**src/rtl/mult_div_unit.sv**
```systemverilog
// Iterative MULT/MULTU/DIV/DIVU unit with architectural HI/LO registers.
// Shift-add multiply and restoring divide on magnitudes, one bit per cycle, sign fix-up at the end.
module mult_div_unit #(
   parameter int unsigned WIDTH = 32
) (
   input  logic             clk,
   input  logic             reset,
   input  logic             Start,
   input  logic [1:0]       MDOperation,
   input  logic [WIDTH-1:0] A,
   input  logic [WIDTH-1:0] B,
   input  logic             WriteHI,
   input  logic             WriteLO,
   input  logic [WIDTH-1:0] WriteData,
   output logic             Busy,
   output logic             Done,
   output logic [WIDTH-1:0] HI,
   output logic [WIDTH-1:0] LO
);

   localparam int unsigned CW = $clog2(WIDTH + 1);

   typedef enum logic [1:0] {IDLE, RUN, FIX} state_t;
   state_t state, state_nx;

   logic [CW-1:0]    cnt;
   logic [WIDTH-1:0] acc;     // product upper half / partial remainder
   logic [WIDTH-1:0] shreg;   // multiplier / dividend shifting into quotient
   logic [WIDTH-1:0] mcand;   // multiplicand / divisor magnitude
   logic [WIDTH-1:0] a_raw;
   logic             is_div, sa, sb;

   logic             signed_op, start_ok;
   logic [WIDTH-1:0] a_mag, b_mag;
   logic [WIDTH:0]   mul_sum, div_shift, div_trial;
   logic [2*WIDTH-1:0] prod, prod_fix;

   assign Busy     = (state != IDLE);
   assign start_ok = Start && (state == IDLE);

   always_ff @(posedge clk) begin
      if (reset) state <= IDLE;
      else       state <= state_nx;
   end

   always_comb begin
      state_nx = state;
      case (state)
         IDLE:    if (Start) state_nx = RUN;
         RUN:     if (cnt == CW'(WIDTH - 1)) state_nx = FIX;
         FIX:     state_nx = IDLE;
         default: state_nx = IDLE;
      endcase
   end

   always_comb begin
      signed_op = ~MDOperation[0];
      a_mag     = (signed_op && A[WIDTH-1]) ? -A : A;
      b_mag     = (signed_op && B[WIDTH-1]) ? -B : B;
      mul_sum   = {1'b0, acc} + (shreg[0] ? {1'b0, mcand} : '0);
      div_shift = {acc, shreg[WIDTH-1]};
      // Bit WIDTH of the trial set means the subtraction borrowed: restore.
      div_trial = div_shift - {1'b0, mcand};
      prod      = {acc, shreg};
      prod_fix  = (sa ^ sb) ? -prod : prod;
   end

   always_ff @(posedge clk) begin
      if (reset) begin
         cnt    <= '0;
         acc    <= '0;
         shreg  <= '0;
         mcand  <= '0;
         a_raw  <= '0;
         is_div <= 1'b0;
         sa     <= 1'b0;
         sb     <= 1'b0;
         Done   <= 1'b0;
         HI     <= '0;
         LO     <= '0;
      end else begin
         Done <= (state == FIX);
         if (state == IDLE) begin
            if (WriteHI) HI <= WriteData;
            if (WriteLO) LO <= WriteData;
         end
         case (state)
            IDLE: if (start_ok) begin
               cnt    <= '0;
               acc    <= '0;
               a_raw  <= A;
               is_div <= MDOperation[1];
               sa     <= signed_op & A[WIDTH-1];
               sb     <= signed_op & B[WIDTH-1];
               shreg  <= MDOperation[1] ? a_mag : b_mag;
               mcand  <= MDOperation[1] ? b_mag : a_mag;
            end
            RUN: begin
               cnt <= cnt + CW'(1);
               if (is_div) begin
                  if (!div_trial[WIDTH]) begin
                     acc   <= div_trial[WIDTH-1:0];
                     shreg <= {shreg[WIDTH-2:0], 1'b1};
                  end else begin
                     acc   <= div_shift[WIDTH-1:0];
                     shreg <= {shreg[WIDTH-2:0], 1'b0};
                  end
               end else begin
                  acc   <= mul_sum[WIDTH:1];
                  shreg <= {mul_sum[0], shreg[WIDTH-1:1]};
               end
            end
            FIX: begin
               if (is_div) begin
                  if (mcand == '0) begin
                     HI <= a_raw;
                     LO <= '1;
                  end else begin
                     HI <= sa ? -acc : acc;
                     LO <= (sa ^ sb) ? -shreg : shreg;
                  end
               end else begin
                  HI <= prod_fix[2*WIDTH-1:WIDTH];
                  LO <= prod_fix[WIDTH-1:0];
               end
            end
            default: ;
         endcase
      end
   end

endmodule
```
**config.mk**
```make
export PLATFORM = sky130hd
export DESIGN_NAME = mult_div_unit
export DESIGN_NICKNAME = d
export VERILOG_FILES = /design/src/rtl/mult_div_unit.sv
export SDC_FILE = /design/constraint.sdc
export NUM_CORES = 1
export LEC_CHECK = 0
export ABC_AREA = 1
export CORE_MARGIN = 2
export CORE_UTILIZATION = 30
export CTS_BUF_LIST = sky130_fd_sc_hd__clkbuf_4 sky130_fd_sc_hd__clkbuf_8
export DETAILED_ROUTE_END_ITERATION = 16
export GPL_ROUTABILITY_DRIVEN = 0
export GPL_TIMING_DRIVEN = 0
export MAX_ROUTING_LAYER = met4
export PLACE_DENSITY = 0.57
export SLEW_MARGIN = 20
export SYNTH_ARGS = -nofsm -noshare
export SYNTH_HDL_FRONTEND = slang
export SYNTH_SLANG_ARGS = --single-unit
```
**constraint.sdc**
```tcl
create_clock -name clk -period 5.9 [get_ports clk]
set_input_delay 0.59 -clock clk [delete_from_list [all_inputs] [get_ports clk]]
set_output_delay 0.59 -clock clk [all_outputs]
set_load 0.005 [all_outputs]
```
==> impl_metrics.prom, run 1 <==
# TYPE chip_impl_metric gauge
chip_impl_metric{name="place.detailed.hpwl",unit="mm"} 78.30
chip_impl_metric{name="insertion_delay",unit="ns"} 0.63
chip_impl_metric{name="synth_sequential_area_ratio",unit="%"} 20.64
chip_impl_metric{name="timing.final.setup_violations",unit=""} 0
chip_impl_metric{name="fin_crit_sh",unit="%"} 62.39
chip_impl_metric{name="clk_pin_slew",unit="ns"} 0.06
chip_impl_metric{name="dieWidth",unit="µm"} 260.8
chip_impl_metric{name="detailedRoute.firstPassIterationCount",unit=""} 8
chip_impl_metric{name="io_pins",unit=""} 169
chip_impl_metric{name="multi_input_area",unit="µm²"} 13210
chip_impl_info{name="top_layer",value="met4"} 1
chip_impl_metric{name="r2r_slack",unit="ns"} 2.22
chip_impl_metric{name="layout.nets",unit=""} 3933
chip_impl_info{name="setup_repair_after_global_routing_missed_its_margin",value="no"} 1
chip_impl_metric{name="power.leakage",unit="nW"} 11.21
chip_impl_metric{name="p_total",unit="mW"} 5.495
chip_impl_metric{name="vdd.ir_drop.worst",unit="V"} 0.0001467
chip_impl_metric{name="synth.net_count",unit=""} 3725
chip_impl_metric{name="grt_antenna_before_repair",unit=""} 2
chip_impl_metric{name="grt_pass1_vias",unit=""} 22670
chip_impl_info{name="hold_path_startpoint",value="a_raw[14]"} 1
chip_impl_info{name="critPathLaunchType",value="flop"} 1
chip_impl_metric{name="number_of_fillers_in_the_final_layout",unit=""} 7385
chip_impl_info{name="launch_instance_of_the_worst_register_to_register_path",value="shreg[0]"} 1
chip_impl_metric{name="synth_area",unit="µm²"} 19790
chip_impl_metric{name="synth_cells",unit=""} 3551
chip_impl_info{name="criticalPathCategory",value="flop to flop"} 1
chip_impl_metric{name="hold_violations",unit=""} 0
chip_impl_metric{name="powerDensity",unit="nW/µm²"} 235.1
chip_impl_metric{name="synth-warning-count",unit=""} 0
chip_impl_metric{name="ctsResizeCount",unit=""} 0
chip_impl_metric{name="arrival",unit="ns"} 4.22
chip_impl_info{name="worst_min_path_class",value="flop to flop"} 1
chip_impl_metric{name="die_h",unit="µm"} 260.8
chip_impl_info{name="synth_top_cells_by_area",value="sky130_fd_sc_hd__dfxtp_1 21%, sky130_fd_sc_hd__nand2_1 20%, sky130_fd_sc_hd__inv_1 9.1%"} 1
chip_impl_metric{name="vias_per_cell",unit=""} 5.346
chip_impl_metric{name="placedInstanceArea",unit="µm²"} 22540
chip_impl_metric{name="final.setup_skew",unit="ns"} 0.03570
chip_impl_info{name="synth.largest_area_cell",value="sky130_fd_sc_hd__dfxtp_1"} 1
chip_impl_metric{name="tritoncts_num_sinks",unit=""} 204
chip_impl_metric{name="clock_buffers_created_by_tritoncts",unit=""} 39
chip_impl_metric{name="totalNegativeSetupSlack",unit="ns"} 0
chip_impl_metric{name="antenna_left",unit=""} 0
chip_impl_info{name="r2r_end",value="acc[23]"} 1
chip_impl_metric{name="place_worst_setup_slack",unit="ns"} 2.344
chip_impl_metric{name="postcts_setup_bufs",unit=""} 0
chip_impl_metric{name="overflow",unit=""} 0
chip_impl_metric{name="drcViolationCount",unit=""} 0
chip_impl_metric{name="first_iter_violations",unit=""} 2948
chip_impl_info{name="whs_endpoint",value="a_raw[14]"} 1
chip_impl_metric{name="die_ar",unit="µm²"} 68030
chip_impl_metric{name="number_of_buffers_inserted_by_port_buffering",unit=""} 167
chip_impl_metric{name="synth_area_per_cell",unit="µm²"} 5.572
chip_impl_metric{name="global_route_wire_length_before_repair",unit="mm"} 139.2
chip_impl_metric{name="timing.slew.headroom",unit="%"} 29.45
chip_impl_metric{name="post_cts_hold_buffer_count",unit=""} 0
chip_impl_metric{name="post_route_m1_wl",unit="mm"} 39.67
chip_impl_metric{name="max-cap-violations",unit=""} 0
chip_impl_info{name="clock-root-buffer",value="sky130_fd_sc_hd__clkbuf_8"} 1
chip_impl_metric{name="synth.distinct_cells",unit=""} 55
chip_impl_metric{name="final_cell_area",unit="µm²"} 23370
chip_impl_metric{name="initial_util",unit="%"} 30.21
chip_impl_metric{name="totalWireLength",unit="mm"} 95.08
chip_impl_info{name="cts_tree",value="built"} 1
chip_impl_metric{name="yosys.area.top_type_share",unit="%"} 20.64
chip_impl_metric{name="worst_ep_required",unit="ns"} 6.44
chip_impl_metric{name="worst-r2r-cell-count",unit=""} 20
chip_impl_metric{name="final_layout_size_suffix_gt1_share",unit="%"} 4.627
chip_impl_info{name="outcome",value="finished clean"} 1
chip_impl_metric{name="coreArea",unit="µm²"} 65510
chip_impl_metric{name="routed_wire_length_per_instance",unit="µm"} 20.46
chip_impl_metric{name="synth-seq-cells",unit=""} 204
chip_impl_info{name="end_kind",value="flop"} 1
chip_impl_metric{name="timing.final.ws_setup",unit="ns"} 2.219
chip_impl_metric{name="final-seq-area",unit="µm²"} 4084
chip_impl_metric{name="htree_num_levels",unit=""} 2
chip_impl_metric{name="grtUsageTotal",unit="%"} 27.87
chip_impl_metric{name="clk_path_buf_depth",unit=""} 3
chip_impl_metric{name="met3_wl_post_dr",unit="mm"} 9.832
chip_impl_metric{name="finalMaxSlewViolations",unit=""} 0
chip_impl_metric{name="worst_slew_pin_slew",unit="ns"} 1.054
chip_impl_metric{name="syn_to_final_growth",unit="%"} 18.10
chip_impl_metric{name="rows",unit=""} 94
chip_impl_metric{name="met2_length",unit="mm"} 41.21
chip_impl_metric{name="fmaxAchievable",unit="MHz"} 271.7
chip_impl_metric{name="finalCriticalPeriod",unit="ns"} 3.681
chip_impl_metric{name="worst_hold_path_cells",unit=""} 2
chip_impl_metric{name="dr_total_vias",unit=""} 24850
chip_impl_metric{name="grt_start_max_net_pins",unit=""} 11
chip_impl_metric{name="critical_path_peak_fanout",unit=""} 10
## critical path, cell delays in order, from the launching register on
cell,delay (ns)
sky130_fd_sc_hd__dfxtp_1,0.30
sky130_fd_sc_hd__buf_2,0.26
sky130_fd_sc_hd__clkbuf_1,0.50
sky130_fd_sc_hd__nand2_1,0.11
sky130_fd_sc_hd__inv_1,0.08
sky130_fd_sc_hd__ha_1,0.16
sky130_fd_sc_hd__inv_1,0.06
sky130_fd_sc_hd__fa_1,0.39
sky130_fd_sc_hd__inv_1,0.10
sky130_fd_sc_hd__nand2_1,0.07
sky130_fd_sc_hd__o21ai_1,0.36
sky130_fd_sc_hd__inv_1,0.07
sky130_fd_sc_hd__o21bai_1,0.41
sky130_fd_sc_hd__nand2_1,0.14
sky130_fd_sc_hd__nand3_1,0.15
sky130_fd_sc_hd__nand2_1,0.06
sky130_fd_sc_hd__nand3_1,0.06
sky130_fd_sc_hd__nand2_1,0.06
sky130_fd_sc_hd__inv_1,0.07
sky130_fd_sc_hd__nand2_1,0.06
sky130_fd_sc_hd__a21oi_1,0.11
## registers in the layout, summed over array words and instances (netlist names), 2 cells and up
name,count
HI,32
cnt,6
state,2
acc,32
mcand,32
shreg,32
LO,32
a_raw,32
## worst max path at each step
stage / start / end / slack (ns) / cells past startpoint
after floorplan: shreg[0] / acc[29] / 3.23 / 21
after global placement: shreg[0] / acc[23] / 2.31 / 20
after detailed placement: shreg[0] / acc[23] / 2.34 / 20
after CTS: shreg[0] / acc[23] / 2.32 / 20
after global routing: shreg[0] / acc[23] / 1.89 / 20
final: shreg[0] / acc[23] / 2.22 / 20
## placed cells by master, fill, tap and decap left out, types with 4 or more instances in the layout
master | netlist | final
sky130_fd_sc_hd__nand2_1 | 1044 | 1044
sky130_fd_sc_hd__inv_1 | 482 | 482
sky130_fd_sc_hd__nand3_1 | 352 | 352
sky130_fd_sc_hd__a21oi_1 | 336 | 336
sky130_fd_sc_hd__nor2_1 | 303 | 303
sky130_fd_sc_hd__o21ai_0 | 270 | 270
sky130_fd_sc_hd__dfxtp_1 | 204 | 204
sky130_fd_sc_hd__clkdlybuf4s50_1 | 0 | 167
sky130_fd_sc_hd__clkbuf_1 | 97 | 97
sky130_fd_sc_hd__xor2_1 | 71 | 71
sky130_fd_sc_hd__ha_1 | 69 | 69
sky130_fd_sc_hd__clkbuf_8 | 0 | 46
sky130_fd_sc_hd__nor3_1 | 34 | 34
sky130_fd_sc_hd__nand4_1 | 33 | 33
sky130_fd_sc_hd__buf_2 | 29 | 29
sky130_fd_sc_hd__o211ai_1 | 28 | 28
sky130_fd_sc_hd__nor2_2 | 16 | 16
sky130_fd_sc_hd__buf_1 | 14 | 14
sky130_fd_sc_hd__o21ai_1 | 13 | 13
sky130_fd_sc_hd__o21bai_1 | 12 | 12
sky130_fd_sc_hd__a31oi_1 | 12 | 12
sky130_fd_sc_hd__xnor2_1 | 11 | 11
sky130_fd_sc_hd__or2_2 | 10 | 10
sky130_fd_sc_hd__nand2_2 | 10 | 10
sky130_fd_sc_hd__o221ai_1 | 10 | 10
sky130_fd_sc_hd__nand3b_1 | 9 | 9
sky130_fd_sc_hd__inv_2 | 8 | 8
sky130_fd_sc_hd__nor4_1 | 7 | 7
sky130_fd_sc_hd__clkbuf_4 | 0 | 7
sky130_fd_sc_hd__a21oi_2 | 6 | 6
sky130_fd_sc_hd__clkinv_2 | 0 | 6
sky130_fd_sc_hd__clkinv_1 | 4 | 4
sky130_fd_sc_hd__buf_4 | 4 | 4
sky130_fd_sc_hd__nor2_4 | 4 | 4
sky130_fd_sc_hd__a21o_1 | 4 | 4
sky130_fd_sc_hd__nand3_2 | 4 | 4
sky130_fd_sc_hd__and2_1 | 4 | 4
sky130_fd_sc_hd__a21boi_0 | 4 | 4
## synth_stat cells (all sizes together)
master  number
nor4         7
o21bai      12
nor3        37
and2         6
o21ai      287
nor2       323
nand4       33
o21a         1
clkinv       4
xnor2       11
o31ai        2
o221ai      10
fa           2
o22ai        1
buf         50
a21o         4
o211ai      28
inv        490
and3         1
a211oi       2
a22oi        3
a21boi       4
clkbuf      98
ha          69
nand2     1058
dfxtp      204
xor2        71
nand3      357
or2         10
nand3b       9
a21oi      343
a31oi       12
a221oi       2
## cells by family after synthesis
family	Yosys count	synth area share [%]
simple gates	1841	39.28
compound gates	711	19.29
buf+inv	642	12.60
flops	204	20.64
xor+xnor	82	3.629
fa+ha+maj	71	4.565
## report_power, final
part	internal, mW	total [mW]	switching [mW]
sequential	1.49	1.63	0.137
clock	0.884	1.58	0.701
combinational	0.736	2.28	1.55
## layer usage
layer | GRT usage (%) | vias to the layer above
li1 | - | 11900
met4 | 11.38 | 0
met3 | 5.818 | 256
met5 | - | -
met2 | 42.43 | 1373
met1 | 35.77 | 11320
## per-stage QoR
stage,hold slack (ns),util (%),cells
floorplan,0.4297,-,3551
global placement,0.4446,34.41,4582
detailed placement,0.4565,34.41,4582
CTS,0.4646,35.66,4646
global route,0.4776,35.67,4647
finish,0.4618,35.67,4648
## layout make-up
type,count,share of cell area (%)
multi-input cells,2705,56.53
repair buffers,167,7.153
clock buffers,53,2.934
plain buffers,148,2.736
clock inverters,11,0.5890
flip-flops and latches,204,17.48
diodes,2,0.02142
well taps,864,4.626
inverters,494,7.935
Note: power is estimated with default switching activity, not from simulation.
==> run 2: changes to the inputs <==
==> constraint.sdc (replaced) <==
create_clock -name clk -period 3.8 [get_ports clk]
set_input_delay 0.38 -clock clk [delete_from_list [all_inputs] [get_ports clk]]
set_output_delay 0.38 -clock clk [all_outputs]
set_load 0.005 [all_outputs]
==> impl_metrics.prom, run 2 (synthesis gave the netlist of run 1 again) <==
# TYPE chip_impl_metric gauge
chip_impl_metric{name="detailedRoute.firstPassIterationCount",unit=""} 7
chip_impl_info{name="critPathMostFrequentCell",value="sky130_fd_sc_hd__nand2_1"} 1
chip_impl_info{name="criticalPathCategory",value="flop to flop"} 1
chip_impl_metric{name="critical_path_peak_fanout",unit=""} 18
chip_impl_info{name="clock-root-buffer",value="sky130_fd_sc_hd__clkbuf_8"} 1
chip_impl_info{name="critical_path.top_delay_family",value="compound AO/OA/AOI/OAI gates"} 1
chip_impl_metric{name="postcts_setup_bufs",unit=""} 0
chip_impl_metric{name="clock_buffers_created_by_tritoncts",unit=""} 39
chip_impl_metric{name="multi_input_area",unit="µm²"} 13210
chip_impl_metric{name="power.leakage",unit="nW"} 11.21
chip_impl_metric{name="clk_pin_slew",unit="ns"} 0.06
chip_impl_metric{name="place.detailed.hpwl",unit="mm"} 78.30
chip_impl_info{name="critPathLaunchType",value="flop"} 1
chip_impl_metric{name="finalMaxSlewViolations",unit=""} 0
chip_impl_metric{name="vdd.ir_drop.worst",unit="V"} 0.0002263
chip_impl_metric{name="grt_pass1_vias",unit=""} 22670
chip_impl_metric{name="htree_num_levels",unit=""} 2
chip_impl_info{name="leading_cell_type_in_the_layout_fill_and_taps_excluded",value="sky130_fd_sc_hd__nand2_1"} 1
chip_impl_metric{name="clk_path_buf_depth",unit=""} 3
chip_impl_metric{name="p_total",unit="mW"} 8.521
chip_impl_info{name="worst_min_path_class",value="input pin to flop"} 1
chip_impl_metric{name="worst_hold_path_cells",unit=""} 3
chip_impl_metric{name="fin_util",unit="%"} 35.67
chip_impl_metric{name="ctsResizeCount",unit=""} 0
chip_impl_metric{name="dieWidth",unit="µm"} 260.8
chip_impl_metric{name="finalCriticalPeriod",unit="ns"} 3.351
chip_impl_metric{name="coreArea",unit="µm²"} 65510
chip_impl_metric{name="max-cap-violations",unit=""} 0
chip_impl_metric{name="worst_slew_pin_slew",unit="ns"} 1.067
chip_impl_info{name="whs_endpoint",value="a_raw[25]"} 1
chip_impl_metric{name="fin_crit_sh",unit="%"} 88.19
chip_impl_metric{name="timing.hold.ws",unit="ns"} 0.4421
chip_impl_metric{name="number_of_fillers_in_the_final_layout",unit=""} 7387
chip_impl_info{name="crit_chain",value="buf_2, nand2_1, inv_1, ha_1, inv_1, fa_1, inv_1, nand2_1, o21ai_1, inv_1, o21bai_1, nand2_1, nand3_1, nand2_1, nand3_1, nand2_1, inv_1, nand2_1, a21oi_1"} 1
chip_impl_info{name="setup_repair_after_global_routing_missed_its_margin",value="no"} 1
chip_impl_metric{name="timing.critical_path.depth",unit=""} 19
chip_impl_metric{name="hold_violations",unit=""} 0
chip_impl_metric{name="timing.slew.headroom",unit="%"} 28.58
chip_impl_metric{name="initial_util",unit="%"} 30.21
chip_impl_metric{name="drcViolationCount",unit=""} 0
chip_impl_metric{name="crit_buf_inv",unit=""} 6
chip_impl_metric{name="rows",unit=""} 94
chip_impl_metric{name="first_iter_violations",unit=""} 2981
chip_impl_metric{name="io_pins",unit=""} 169
chip_impl_info{name="critical_path.startpoint",value="shreg[0]"} 1
chip_impl_metric{name="grt_start_max_net_pins",unit=""} 11
chip_impl_info{name="outcome",value="finished clean"} 1
chip_impl_metric{name="vias_per_cell",unit=""} 5.307
chip_impl_metric{name="worst_ep_required",unit="ns"} 4.33
chip_impl_info{name="most-common-layout-cells",value="1044 x sky130_fd_sc_hd__nand2_1, 482 x sky130_fd_sc_hd__inv_1, 352 x sky130_fd_sc_hd__nand3_1"} 1
chip_impl_metric{name="placedInstanceArea",unit="µm²"} 22540
chip_impl_metric{name="final_layout_size_suffix_gt1_share",unit="%"} 4.628
chip_impl_metric{name="grtUsageTotal",unit="%"} 27.87
chip_impl_metric{name="r2r_slack",unit="ns"} 0.45
chip_impl_metric{name="number_of_buffers_inserted_by_port_buffering",unit=""} 167
chip_impl_metric{name="final-seq-area",unit="µm²"} 4084
chip_impl_metric{name="totalWireLength",unit="mm"} 94.72
chip_impl_metric{name="arrival",unit="ns"} 3.89
chip_impl_metric{name="routed_wire_length_per_instance",unit="µm"} 20.38
chip_impl_metric{name="final_cell_area",unit="µm²"} 23360
chip_impl_metric{name="layout.nets",unit=""} 3932
chip_impl_info{name="cts_tree",value="built"} 1
chip_impl_info{name="launch_instance_of_the_worst_register_to_register_path",value="shreg[0]"} 1
chip_impl_metric{name="max_stage_delay",unit="ns"} 0.42
chip_impl_metric{name="worst-r2r-cell-count",unit=""} 19
chip_impl_metric{name="timing.final.setup_violations",unit=""} 0
chip_impl_metric{name="totalNegativeSetupSlack",unit="ns"} 0
chip_impl_metric{name="dr_total_vias",unit=""} 24660
chip_impl_info{name="end_kind",value="flop"} 1
chip_impl_metric{name="die_h",unit="µm"} 260.8
chip_impl_metric{name="post_cts_hold_buffer_count",unit=""} 0
chip_impl_metric{name="antenna_left",unit=""} 0
chip_impl_metric{name="fmaxAchievable",unit="MHz"} 298.4
chip_impl_metric{name="global_route_wire_length_before_repair",unit="mm"} 139.2
chip_impl_metric{name="powerDensity",unit="nW/µm²"} 364.7
chip_impl_info{name="r2r_end",value="acc[23]"} 1
chip_impl_metric{name="die_ar",unit="µm²"} 68030
chip_impl_metric{name="overflow",unit=""} 0
chip_impl_metric{name="syn_to_final_growth",unit="%"} 18.08
chip_impl_metric{name="grt_antenna_before_repair",unit=""} 2
chip_impl_info{name="hold_path_startpoint",value="A[25]"} 1
chip_impl_metric{name="insertion_delay",unit="ns"} 0.62
chip_impl_metric{name="final.setup_skew",unit="ns"} 0.03492
chip_impl_info{name="worst_path_max_delay_cell",value="sky130_fd_sc_hd__buf_2"} 1
chip_impl_metric{name="tritoncts_num_sinks",unit=""} 204
==> run 2: worst max-delay path by stage <==
| stage | end | slack [ns] |
|---|---|---|
| floorplan | acc[29] | 1.13 |
| global placement | acc[23] | 0.21 |
| detailed placement | acc[23] | 0.24 |
| CTS | acc[23] | 0.22 |
| global route | acc[23] | 0.17 |
| finish | acc[23] | 0.45 |
==> run 2: area by class of cell <==
| class | instances | area share [%] |
|---|---|---|
| clock inverter | 11 | 0.5891 |
| multi-input combinational | 2705 | 56.54 |
| inverter | 494 | 7.936 |
| sequential | 204 | 17.48 |
| buffer | 147 | 2.720 |
| tap | 864 | 4.627 |
| antenna | 2 | 0.02142 |
| clock buffer | 53 | 2.935 |
| timing repair buffer | 167 | 7.154 |
==> run 2: layer usage <==
metal,track usage (%),up-vias,wire length (µm)
li1,-,11900,-
met1,35.77,11120,38850
met2,42.43,1371,41070
met3,5.818,266,10370
met4,11.38,0,4433
met5,-,-,0
==> run 2: per-stage QoR <==
| step | std cells | setup WS, ns |
|---|---|---|
| after floorplan | 3551 | 1.130 |
| after global placement | 4582 | 0.2125 |
| after detailed placement | 4582 | 0.2444 |
| after CTS | 4646 | 0.2169 |
| after global routing | 4646 | 0.1724 |
| final | 4647 | 0.4488 |
==> run 2: tightest hold or removal path: cells and delay by family <==
kind / cells / cell delay [ns]
buffers and inverters: 2 / 0.55
AOI/OAI and AO/OA: 1 / 0.07
==> run 2: power breakdown <==
part	internal (mW)	leakage, nW	switching [mW]
registers	2.31	1.68	0.211
logic	1.14	9.09	2.40
clock network	1.37	0.438	1.09
